--- src/rtl/diff_scheduler.sv ---
// Two-requester round-robin scheduler that finds the lowest differing bit of A and B
// by scanning A^B in SCAN_W-bit slices, one slice per cycle.
module diff_scheduler #(
  parameter int SCAN_W = 4
) (
  input  logic        clk,
  input  logic        rst,
  input  logic [1:0]  req_valid,
  input  logic [31:0] a0,
  input  logic [31:0] b0,
  input  logic [31:0] a1,
  input  logic [31:0] b1,
  output logic [1:0]  req_ready,
  output logic        rsp_valid,
  input  logic        rsp_ready,
  output logic        rsp_id,
  output logic [31:0] rsp_out,
  output logic        rsp_eq,
  output logic        busy
);
  localparam int NSLICE = 32 / SCAN_W;
  localparam int KW = (NSLICE > 1) ? $clog2(NSLICE) : 1;
  localparam logic [KW-1:0] KLAST = KW'(NSLICE - 1);

  typedef enum logic [1:0] {IDLE, SCAN, DONE} state_t;
  state_t state, state_nxt;

  logic [31:0]       x;
  logic [KW-1:0]     k;
  logic              own, last;
  logic [4:0]        res;
  logic              eq_q, id_q;
  logic              gnt, accept;
  logic [SCAN_W-1:0] slice;
  logic [4:0]        base, pos;
  logic              hit, at_last;

  // Alternate on contention; a lone requester always wins.
  always_comb begin
    case (req_valid)
      2'b01:   gnt = 1'b0;
      2'b10:   gnt = 1'b1;
      default: gnt = ~last;
    endcase
  end

  always_comb begin
    slice = '0;
    base  = '0;
    for (int i = 0; i < NSLICE; i++)
      if (k == KW'(i)) begin
        slice = x[i*SCAN_W +: SCAN_W];
        base  = 5'(i * SCAN_W);
      end
  end

  // Descending loop so the lowest set bit is the final assignment.
  always_comb begin
    pos = '0;
    for (int j = SCAN_W - 1; j >= 0; j--)
      if (slice[j]) pos = 5'(j);
  end

  assign hit     = |slice;
  assign at_last = (k == KLAST);
  assign accept  = |req_ready;

  always_ff @(posedge clk or negedge rst) begin
    if (!rst) state <= IDLE;
    else      state <= state_nxt;
  end

  always_comb begin
    state_nxt = state;
    case (state)
      IDLE:    if (accept) state_nxt = SCAN;
      SCAN:    if (hit || at_last) state_nxt = DONE;
      DONE:    if (rsp_ready) state_nxt = IDLE;
      default: state_nxt = IDLE;
    endcase
  end

  always_comb begin
    req_ready = 2'b00;
    if (state == IDLE) req_ready = req_valid & (gnt ? 2'b10 : 2'b01);
    rsp_valid = (state == DONE);
    busy      = (state != IDLE);
  end

  always_ff @(posedge clk or negedge rst) begin
    if (!rst) begin
      x    <= '0;
      k    <= '0;
      own  <= 1'b0;
      last <= 1'b1;
      res  <= '0;
      eq_q <= 1'b0;
      id_q <= 1'b0;
    end else begin
      case (state)
        IDLE: if (accept) begin
          x    <= gnt ? (a1 ^ b1) : (a0 ^ b0);
          own  <= gnt;
          last <= gnt;
          k    <= '0;
        end
        SCAN: begin
          if (hit) begin
            res  <= base + pos;
            eq_q <= 1'b0;
            id_q <= own;
          end else if (at_last) begin
            res  <= '0;
            eq_q <= 1'b1;
            id_q <= own;
          end else begin
            k <= k + 1'b1;
          end
        end
        default: ;
      endcase
    end
  end

  assign rsp_out = {27'b0, res};
  assign rsp_eq  = eq_q;
  assign rsp_id  = id_q;
endmodule

--- config.mk ---
export PLATFORM = sky130hd
export DESIGN_NAME = diff_scheduler
export DESIGN_NICKNAME = d
export VERILOG_FILES = /design/src/rtl/diff_scheduler.sv
export SDC_FILE = /design/constraint.sdc
export NUM_CORES = 1
export LEC_CHECK = 0
export ABC_AREA = 0
export BUFFER_PORTS_ARGS = -buffer_cell sky130_fd_sc_hd__buf_2
export CORE_MARGIN = 5
export CORE_UTILIZATION = 25
export DETAILED_ROUTE_END_ITERATION = 7
export MAX_ROUTING_LAYER = met4
export PLACE_DENSITY = 0.47
export SYNTH_ARGS = -nofsm -noshare
export SYNTH_HDL_FRONTEND = slang
export SYNTH_SLANG_ARGS = --single-unit
--- constraint.sdc ---
create_clock -name clk -period 3.18 [get_ports clk]
set_input_delay 0.636 -clock clk [delete_from_list [all_inputs] [get_ports clk]]
set_output_delay 0.636 -clock clk [all_outputs]
set_load 0.01 [all_outputs]
==> flow_summary.ini <==
[placement]
place_inst = 708
placed_cell_area_um2 = 4184
port_buffers = 143
place_congestion = 0.7972
dp.final_hpwl_um = 7189

[sta]
period_share = 0.8684
slew_viol_final = 0
final-hold-violation-count = 0
tightest_slew_ps = 1051
period_needed_ps = 2762
fin_skew_ps = 1.745
finalSetupTns_ps = 0
setup_viol = 0
timing.fmax_mhz = 362.1
relSlewSlack = 0.2990
rsz0062_at_grt = false

[setup_path]
rr_worst_depth = 7
path_class = flop to flop
start_kind = flop
arrival_ps = 2930
worstPathMaxFanout = 20
slowest_delay_ps = 650
slowest_stage = ha_1
cp-end-kind = flop
path_cells = inv_1 > ha_1 > a221oi_1 > o21ai_0 > nand2_1 > o21ai_2 > mux2_2
required_ps = 3350

[clocking]
cts_root_buf = clkbuf_16
clock_path_buffers = 2
clk_pin_slew_worst_paths_ps = 60
cts_resized = 0
tritoncts = yes
cts_hold_buf = 0
insertion_delay_ps = 280
cts.sinks = 46
htree_levels = 2
cts_buffers = 5
postCtsSetupRepairBufs = 0

[power]
ir_worst_vdd_uv = 220.0
power_density_nw_per_um2 = 644.1
p_leak_nw = 2.099

[yosys]
synth-compound-area-share = 0.2124
syn-mean-instance-area_um2 = 8.355
ys.flop_type = dfrtp_1
synth-adder-area-share = 0.02563
synth-simple-area-share = 0.1406
synth_edf_count = 0
netlist_instances = 409
synth_xor_area_frac = 0.1640
syn_area_um2 = 3417
synth_top_family_by_area = compound AO/OA/AOI/OAI gates
synth.yosys.seq_area_share = 0.3372
synthArstFlopShare = 1.000
ys.warnings.count = 0
ys_types = 51
ys_ff_latch = 46
synth.area.mux_share = 0.007689

[route]
routedWlPerCell_um = 12.40
drc = 0
first_pass_iters = 4
vias = 3015
vias_per_cell = 4.217
drtIter0Drc = 110
ant_nets = 0
wirelength_um = 8867

[global_routing]
overflow = 0
track_usage = 0.1089
grt_pass1_wl_um = 13960
grt_max_degree = 65
first_global_vias = 2976
antenna_found_initial = 0

[worst_hold_path]
min_path_type = flop to flop
whs_path_depth = 2

[cells_and_area]
fin_nets = 679
diodes = 0
syn_to_final_growth_pct = 26.33
final_cell_area_um2 = 4317
final_cell_mix = 143 x buf_2, 45 x dfrtp_1, 44 x nor2_1, 42 x nand2_1, 41 x a21oi_1
mostFrequentLayoutCell = buf_2
fillers = 1460
stdcell_count = 715
drive_gt1_frac = 0.3024

[floorplan]
rows = 42
start_util = 0.2560
core_um2 = 13350
dieArea_um2 = 16110
chipWidth_um = 126.9
die_h_um = 126.9
ios = 171

[run]
cap_violations = 0

[outcome]
outcome = finished clean
[worst max-delay path, delay by kind of cell (launching register included)]
| kind | cells | cell delay [ps] |
|---|---|---|
| compound gates | 3 | 870 |
| fa+ha+maj | 1 | 650 |
| flops | 1 | 440 |
| mux | 1 | 360 |
| simple gates | 1 | 210 |
| buf+inv | 1 | 110 |
[state kept, by name, indices dropped and copies added (netlist names)]
name	flops
own	1
last	1
k	3
x	32
res	5
rsp_id	1
state	2
rsp_eq	1
[cell families (layout without fill, tap and decap cells)]
family          Yosys count  after routing
compound gates          114            114
xor+xnor                 64             64
fa+ha+maj                 7              7
buf+inv                  65            169
flops                    46             46
mux                       2              2
other cells               1             27
simple gates            110            110
[where the power goes]
part           total, W  switching, W  internal (W)
clock          0.000486      0.000199      0.000287
combinational   0.00128      0.000745      0.000530
sequential      0.00102      0.000179      0.000840
total           0.00278       0.00112       0.00166
[final timing paths]
kind,start,end,slack [ps]
worst max-delay path,k[0],rsp_id,420
worst min-delay path,x[15],x[15],480
worst max register to register,k[0],rsp_id,420
worst min register to register,x[15],x[15],480
max in group asynchronous,rst,own,1980
min in group asynchronous,rst,x[1],550
[metrics by stage]
stage	util	setup slack, ps	power (W)	hold WS, ps
floorplan	-	746.5	0.001920	340.4
finish	0.3234	418.5	0.002780	481.5
global placement	0.3135	429.9	0.002319	470.9
global route	0.3234	144.3	0.003034	515.6
detailed placement	0.3135	367.5	0.002333	473.3
CTS	0.3234	343.8	0.002839	487.2
[synth_stat cells, types with 2 or more instances]
library cell	number	area [um^2]
ha_1	7	87.58
o22ai_1	3	18.77
a22o_1	3	26.28
o2bb2ai_1	3	26.28
o21ai_0	40	200.2
nor3b_1	2	15.01
a2111oi_4	2	55.05
buf_1	2	7.510
nor2b_1	6	37.54
xnor2_1	32	280.3
clkbuf_1	13	48.80
buf_6	3	33.78
nand2b_1	4	25.02
nor2_1	45	168.9
a211oi_1	4	30.03
dfrtp_1	45	1126
nand3b_1	5	37.54
xor2_1	32	280.3
buf_4	30	225.2
nand2_1	42	157.7
a21oi_1	41	205.2
a221oi_1	2	17.52
inv_1	15	56.30
[area by class of cell]
type,instances,area [um^2],area share
inverters,16,60.06,0.01391
multi-input cells,324,2001,0.4635
repair buffers,146,750.7,0.1739
flip-flops and latches,46,1152,0.2670
well taps,176,220.2,0.05101
clock buffers,7,132.6,0.03072
[per-layer routing]
| layer | vias up | global-route usage | part of all wire |
|---|---|---|---|
| li1 | 1580 | - | - |
| met3 | 7 | 0.01976 | 0.052 |
| met1 | 1343 | 0.1346 | 0.45 |
| met5 | - | - | 0 |
| met2 | 85 | 0.1865 | 0.49 |
| met4 | 0 | 0.02271 | 0.0081 |
Power figures use the tool's default switching activity.
